==> src/rtl/branch_sequencer.sv <==
// PC sequencer and pipeline-flush controller for the 4-bit core.
// Optional taken/stall statistics counters are enabled with `define BRANCH_SEQ_STATS_EN.
//
// state | meaning
// IDLE  | one cycle after reset release, fetch still off
// RUN   | normal sequential fetch, honours halt/branch/stall
// FLUSH | fetching from branch target while squashing wrong-path instructions
// HALT  | fetch stopped, waits for resume
module branch_sequencer #(
  parameter int BUS          = 4,
  parameter int FLUSH_CYCLES = 2
) (
  input  logic           clk,
  input  logic           rst_n,
  input  logic           br_valid,
  input  logic           br_nop,
  input  logic [BUS-1:0] jump_address,
  input  logic           stall,
  input  logic           halt_req,
  input  logic           resume,
  output logic [BUS-1:0] pc,
  output logic           fetch_en,
  output logic           flush,
  output logic           halted
`ifdef BRANCH_SEQ_STATS_EN
  ,
  output logic [7:0]     taken_cnt,
  output logic [7:0]     stall_cnt
`endif
);

  typedef enum logic [1:0] {IDLE, RUN, FLUSH, HALT} state_t;

  state_t     state;
  logic [2:0] flush_cnt;
  logic       taken;

  assign taken = br_valid & ~br_nop;

  always_ff @(posedge clk or negedge rst_n) begin
    if (!rst_n) begin
      state     <= IDLE;
      pc        <= '0;
      fetch_en  <= 1'b0;
      flush     <= 1'b0;
      halted    <= 1'b0;
      flush_cnt <= '0;
    end else begin
      case (state)
        IDLE: begin
          state    <= RUN;
          fetch_en <= 1'b1;
        end
        RUN: begin
          if (halt_req) begin
            state    <= HALT;
            fetch_en <= 1'b0;
            halted   <= 1'b1;
          end else if (taken) begin
            state     <= FLUSH;
            pc        <= jump_address;
            fetch_en  <= 1'b1;
            flush     <= 1'b1;
            flush_cnt <= 3'(FLUSH_CYCLES - 1);
          end else if (stall) begin
            fetch_en <= 1'b0;
          end else begin
            pc       <= pc + BUS'(1);
            fetch_en <= 1'b1;
          end
        end
        FLUSH: begin
          // Branches and stalls here belong to squashed instructions.
          pc       <= pc + BUS'(1);
          fetch_en <= 1'b1;
          if (flush_cnt == 3'd0) begin
            state <= RUN;
            flush <= 1'b0;
          end else begin
            flush_cnt <= flush_cnt - 3'd1;
          end
        end
        HALT: begin
          if (resume) begin
            state    <= RUN;
            halted   <= 1'b0;
            fetch_en <= 1'b1;
          end
        end
        default: begin
          state    <= IDLE;
          fetch_en <= 1'b0;
          flush    <= 1'b0;
          halted   <= 1'b0;
        end
      endcase
    end
  end

`ifdef BRANCH_SEQ_STATS_EN
  logic run_taken;
  logic run_stall;

  assign run_taken = (state == RUN) & ~halt_req & taken;
  assign run_stall = (state == RUN) & ~halt_req & ~taken & stall;

  always_ff @(posedge clk or negedge rst_n) begin
    if (!rst_n) begin
      taken_cnt <= '0;
      stall_cnt <= '0;
    end else begin
      if (run_taken && taken_cnt != 8'hFF) taken_cnt <= taken_cnt + 8'd1;
      if (run_stall && stall_cnt != 8'hFF) stall_cnt <= stall_cnt + 8'd1;
    end
  end
`endif

endmodule

==> config.mk <==
export PLATFORM = sky130hd
export DESIGN_NAME = branch_sequencer
export DESIGN_NICKNAME = d
export VERILOG_FILES = /design/src/rtl/branch_sequencer.sv
export SDC_FILE = /design/constraint.sdc
export NUM_CORES = 1
export LEC_CHECK = 0
export ABC_AREA = 1
export CORE_AREA = 3 3 40 42
export CTS_CLUSTER_DIAMETER = 60
export DETAILED_ROUTE_END_ITERATION = 12
export DIE_AREA = 0 0 43 45
export DONT_BUFFER_PORTS = 1
export HOLD_SLACK_MARGIN = 0.06
export PLACE_DENSITY = 0.66
export SYNTH_ARGS = -nofsm -noshare
export SYNTH_HDL_FRONTEND = slang
export SYNTH_SLANG_ARGS = --single-unit
==> constraint.sdc <==
create_clock -name clk -period 1.3 [get_ports clk]
set_input_delay 0.26 -clock clk [delete_from_list [all_inputs] [get_ports clk]]
set_output_delay 0.26 -clock clk [all_outputs]
set_load 0.1 [all_outputs]
==> results of run 1 <==
-- stage by stage --
step	setup slack, ps	cells	area, sq um	hold slack [ps]
floorplan	-57.91	90	696.9	-35.59
global placement	86.23	111	760.7	-35.21
detailed placement	10.97	111	760.7	-35.30
CTS	0.04785	116	807.0	119.4
global route	-8.819	117	860.8	111.7
finish	47.24	117	860.8	132.4
-- layout make-up --
| cell class | count | area, sq um | share of cell area [%] |
|---|---|---|---|
| clock buffers | 4 | 36.28 | 4.215 |
| inverters | 14 | 52.55 | 6.105 |
| multi-input cells | 64 | 375.4 | 43.60 |
| flip-flops and latches | 12 | 311.5 | 36.19 |
| well taps | 15 | 18.77 | 2.180 |
| repair buffers | 8 | 66.31 | 7.703 |
-- registers in the layout, indices dropped and copies added, names as in the netlist --
| signal | flops |
|---|---|
| fetch_en | 1 |
| flush | 1 |
| flush_cnt | 3 |
| halted | 1 |
| pc | 4 |
| state | 2 |
-- cell usage after synthesis (all sizes together) --
cell type	n	share of area [%]
inv	14	7.7
nand2	36	21
nor2	8	6.2
nand3	7	7.7
ha	3	5.5
dfrtp	12	44
nand4	1	0.91
o22ai	1	0.91
o21ai	6	4.4
or2	1	0.91
nand3b	1	1.1
-- final timing paths --
path	to	slack, ps	cells after the start	startpoint
max in group asynchronous	pc[1]	480	1	rst_n
min in group asynchronous	flush	400	1	rst_n
setup / recovery	pc[1]	50	1	pc[1]
setup reg to reg	state[1]	60	8	flush_cnt[0]
hold / removal	state[1]	130	2	halt_req
hold reg to reg	flush_cnt[0]	490	1	flush_cnt[0]
-- routing by layer --
metal,part of all wire (%),global-route usage [%],vias to the layer above
met4,1.5,10.84,0
met2,51,24.25,17
li1,-,-,305
met3,6.9,7.171,2
met5,0,0,-
met1,41,21.46,275
-- cell families (layout without fill, tap and decap cells) --
group	Yosys count	after routing	share of synthesized area [%]
buf+inv	14	26	7.650
compound gates	7	7	5.283
flops	12	12	43.72
simple gates	54	54	37.89
fa+ha+maj	3	3	5.465
-- timing repair --
item | 4_1_cts | 5_1_grt
resized for setup | 0 | 15
setup buffers | 0 | 1
hold endpoints to repair | 12 | 0
setup endpoints to repair | 0 | 5
hold buffers | 1 | 0
==> results.cfg, run 1 <==
[status]
status = complete, no violations

[synthesis]
yosysUniqueCellTypes = 19
syn-num-nets = 104
ys_seq_area_share_pct = 43.72
ys_warn_count = 0
syn_area_sq_um = 686.9
ys_ff_latch = 12
syn_inst = 90
syn_avg_cell_area_sq_um = 7.632

[timing]
period_needed_ps = 1253
fin_crit_sh_pct = 96.37
tightest_slew_ps = 545.3
maxSlewViolCount = 0
tns_ps = 0
relSlewSlack_pct = 63.53
max_freq_mhz = 798.2
hold_viol = 0
finalSetupViolations = 0
finClkSkew_ps = 8.362
rsz0062_at_grt = true

[critical_path]
startpoint_type = flip-flop
worstPathMaxFanout = 3
arrival_ps = 990
crit_path_cell_trace = buf_4
slowest_delay_ps = 480
cp_top_family = flip-flops
cp-end-kind = primary output
critPathRequiredTime_ps = 1040
crit_path_top_delay_cell = dfrtp_4
path_buf_inv = 1
path_class = flip-flop to primary output

[cts]
cts_root_buffer = clkbuf_4
cts.sinks = 12
cts_buffers = 3
cts_tree = done
clk_latency_ps = 270
clk_pin_slew_worst_paths_ps = 70
clockBufferDepth = 2
cts_htree_levels = 1

[floorplan]
die_y_microns = 45
io_pins = 18
start_util_pct = 53.46
die_w_microns = 43
dieArea_sq_um = 1935
core_area_sq_um = 1285
core.rowCount = 13

[place]
gp_congestion = 0.7735
port_buffers = 0
place_hpwl_microns = 1054

[run]
maxCapViolCount = 0

[route]
vias = 599
routed_wirelength_microns = 1439
drtPass1Iterations = 4
drc = 0
avgRoutedWirePerCell_microns = 12.30
antenna_left = 0
viasPerCell = 5.120
drt_iter0_markers = 11

[cells_and_area]
layout_commonest_cell = nand2_1
antenna_cells = 0
utilization_pct = 66.99
area_growth_syn_to_layout_pct = 25.32
layout_common_cells = 31 x nand2_1, 12 x inv_1, 7 x dfrtp_1, 6 x buf_4
layout.nets = 117
drive_above_1_share_pct = 31.37
n_fill_cell = 118

[grt]
grt_max_degree = 13
grt_pass1_wl_microns = 2283
grt.total_usage_pct = 17.09
antenna_found_initial = 0
grt_overflow = 0
grt_pass1_vias = 507

[min_path]
hp-class = input port to flip-flop
Power of run 1 is left out: the tool's default activity adds up to more than one toggle a clock period on the data nets, which glitch-free logic cannot reach.
==> run 2: changes to the inputs <==
PLACE_DENSITY = 0.7   (was 0.66)
==> results.cfg, run 2 (synthesized netlist as in run 1, its figures left out) <==
[route]
antenna_left = 0
avgRoutedWirePerCell_microns = 12.21
viasPerCell = 5.017
routed_wirelength_microns = 1428
vias = 587
drtPass1Iterations = 4
drt_iter0_markers = 13
drc = 0

[timing]
max_freq_mhz = 789.3
finalSetupViolations = 0
relSlewSlack_pct = 63.71
rsz0062_at_grt = true
hold-worst-slack_ps = 125.2
period_needed_ps = 1267
setup_ws_ps = 33.11
tightest_slew_ps = 542.6
fin_crit_sh_pct = 97.45
hold_viol = 0
finClkSkew_ps = 6.111
maxSlewViolCount = 0

[cts]
cts.sinks = 12
clockBufferDepth = 2
cts_htree_levels = 1
clk_pin_slew_worst_paths_ps = 80
cts_root_buffer = clkbuf_4
clk_latency_ps = 280
cts_tree = done
cts_buffers = 3

[run]
maxCapViolCount = 0

[cells_and_area]
instances_no_fill = 117
regMostFlops = pc
area_growth_syn_to_layout_pct = 24.41
multiInputGateArea_sq_um = 369.1
n_fill_cell = 106
drive_above_1_share_pct = 30.39
ff_latch_area_sq_um = 311.5
layout.nets = 117
layout_commonest_cell = nand2_1
reg.largest.list = pc: 4 flops, flush_cnt: 3 flops, state: 2 flops
largest_reg_flops = 4
antenna_cells = 0
layout_common_cells = 31 x nand2_1, 12 x inv_1, 7 x dfrtp_1, 6 x buf_4

[place]
gp_congestion = 0.7675
place_hpwl_microns = 1120
port_buffers = 0
dp_slack_ps = 0.8302
dpl.cell_count = 111

[critical_path]
worstPathMaxFanout = 3
cp_top_family = flip-flops
critPathRequiredTime_ps = 1040
slowest_delay_ps = 480
cp-end-kind = primary output
startpoint_type = flip-flop
path_buf_inv = 1
path_class = flip-flop to primary output
arrival_ps = 1010
crit_path_top_delay_cell = dfrtp_4
crit_path_cell_trace = buf_4

[floorplan]
start_util_pct = 53.46
die_y_microns = 45
dieArea_sq_um = 1935
core_area_sq_um = 1285
io_pins = 18
core.rowCount = 13
die_w_microns = 43

[grt]
antenna_found_initial = 0
grt.total_usage_pct = 17.60
grt_pass1_vias = 595
grt_overflow = 0
grt_max_degree = 13
grt_pass1_wl_microns = 2428

[min_path]
hp-class = input port to flip-flop

[status]
status = complete, no violations
[run 2: cell counts in the layout (fill, tap and decap cells not counted)]
No cell type changed its count.
[run 2: worst paths after layout]
| check | from | end | slack [ps] | depth (start not counted) |
|---|---|---|---|---|
| max | pc[1] | pc[1] | 30 | 1 |
| min in group asynchronous | rst_n | flush | 400 | 1 |
| min | halt_req | state[1] | 130 | 2 |
| min reg2reg | flush | flush | 500 | 2 |
| max in group asynchronous | rst_n | pc[0] | 490 | 1 |
| max reg2reg | flush_cnt[1] | state[1] | 50 | 8 |
[run 2: layout make-up]
cell class | instances | area share [%]
well taps | 15 | 2.196
repair buffers | 8 | 7.760
clock buffers | 4 | 4.246
inverters | 14 | 6.149
multi-input cells | 64 | 43.19
flip-flops and latches | 12 | 36.46
[run 2: layer usage]
metal	vias to the layer above	wire (microns)	GRT usage, %
met5	-	0	0
met4	0	22	10.84
met3	4	91	4.382
met2	16	712	29.64
met1	265	603	20.20
li1	302	-	-
[run 2: what timing repair did]
item,in CTS,in global routing
hold endpoints to repair,12,0
resized for setup,0,11
pin swaps,0,3
setup buffers,1,0
setup endpoints to repair,2,6
hold buffers,1,0
[run 2: through the flow]
stage / cell area [sq um] / utilization (%) / TNS (ps)
final: 854.6 / 66.50 / 0
after global routing: 854.6 / 66.50 / -43.03
after CTS: 814.5 / 63.39 / 0
after detailed placement: 760.7 / 59.20 / 0
after global placement: 760.7 / 59.20 / 0
after floorplan: 696.9 / - / -57.91
Power of run 2 is left out for the same reason.
==> run 3: changes to the inputs <==
CORE_AREA = unset   (was 3 3 40 42)
CORE_ASPECT_RATIO = 0.5   (was unset)
CORE_MARGIN = 3   (was unset)
CORE_UTILIZATION = 25   (was unset)
DIE_AREA = unset   (was 0 0 43 45)
PLACE_DENSITY = 0.41   (was 0.7)
==> results.cfg, run 3 (synthesized netlist as in run 1, its figures left out) <==
[status]
status = complete, no violations

[cts]
cts_htree_levels = 1
cts.sinks = 12
cts_root_buffer = clkbuf_8
cts_tree = done
clk_latency_ps = 240
cts_buffers = 3
clockBufferDepth = 2
clk_pin_slew_worst_paths_ps = 50

[run]
maxCapViolCount = 0

[critical_path]
path_class = flip-flop to primary output
path_buf_inv = 1
cp-end-kind = primary output
r2r-start = flush_cnt[1]
startpoint_type = flip-flop
crit_path_top_delay_cell = dfrtp_4
cp_top_family = flip-flops
crit_start = pc[0]
slowest_delay_ps = 480
arrival_ps = 970
crit_path_cell_trace = buf_4
worstPathMaxFanout = 4
critPathRequiredTime_ps = 1040

[floorplan]
dieArea_sq_um = 3451
core_area_sq_um = 2402
io_pins = 18
die_w_microns = 80.13
core.rowCount = 12
die_y_microns = 43.07
start_util_pct = 28.59

[timing]
tightest_slew_ps = 560.9
maxSlewViolCount = 0
hold_viol = 0
finClkSkew_ps = 4.030
relSlewSlack_pct = 62.48
period_needed_ps = 1234
max_freq_mhz = 810.6
finalSetupViolations = 0
fin_crit_sh_pct = 94.90
hold-worst-slack_ps = 157.3

[cells_and_area]
layout_common_cells = 32 x nand2_1, 12 x inv_1, 8 x dfrtp_1, 8 x buf_4
layout.nets = 119
regMostFlops = pc
instances_no_fill = 139
final_cell_area_sq_um = 895.9
utilization_pct = 37.29
reg.largest.list = pc: 4 flops, flush_cnt: 3 flops, state: 2 flops
antenna_cells = 0
n_fill_cell = 259
largest_reg_flops = 4
drive_above_1_share_pct = 27.88
layout_commonest_cell = nand2_1
area_growth_syn_to_layout_pct = 30.42

[route]
drt_iter0_markers = 10
routed_wirelength_microns = 1549
vias = 579
avgRoutedWirePerCell_microns = 11.14
antenna_left = 0
viasPerCell = 4.165
drc = 0
drtPass1Iterations = 4

[grt]
grt_overflow = 0
grt_max_degree = 13
grt.total_usage_pct = 9.423
grt_pass1_wl_microns = 2442
grt_pass1_vias = 528
antenna_found_initial = 0

[min_path]
holdCritStartpoint = halt_req
hp-class = input port to flip-flop

[place]
gp_congestion = 0.7496
placed_area_sq_um = 805.8
place_hpwl_microns = 1225
dpl.cell_count = 132
port_buffers = 0
## run 3: final timing paths
check	endpoint	slack (ps)	cells past startpoint
worst max-delay path	pc[0]	70	1
worst min-delay path	state[1]	160	2
worst max register to register	state[1]	80	8
worst min register to register	flush_cnt[2]	520	2
max in group asynchronous	pc[1]	440	1
min in group asynchronous	pc[0]	450	1
## run 3: metrics by stage
stage               setup slack, ps  TNS, ps
detailed placement            12.12        0
CTS                           29.46        0
floorplan                    -57.91   -57.91
global placement              101.5        0
finish                        66.30        0
global route                 -19.00   -48.07
## run 3: what timing repair did
| item | CTS | global route |
|---|---|---|
| setup endpoints to repair | 0 | 4 |
| hold buffers | 1 | 0 |
| buffers inserted | 0 | 2 |
| endpoints found under the hold margin | 12 | 0 |
| gates resized for setup | 0 | 6 |
## run 3: metal layers
layer / up-vias / track usage, % / wire, microns
met3: 3 / 5.932 / 131
met2: 11 / 12.99 / 683
met5: - / 0 / 0
met4: 0 / 2.020 / 13
met1: 258 / 12.29 / 720
li1: 307 / - / -
## run 3: final cells by class
class	count	area, sq um	share of cell area, %
well taps	35	43.79	4.888
repair buffers	10	90.09	10.06
inverters	14	52.55	5.866
multi-input cells	64	354.1	39.53
clock buffers	4	45.04	5.028
flip-flops and latches	12	310.3	34.64
Power of run 3 is left out for the same reason.
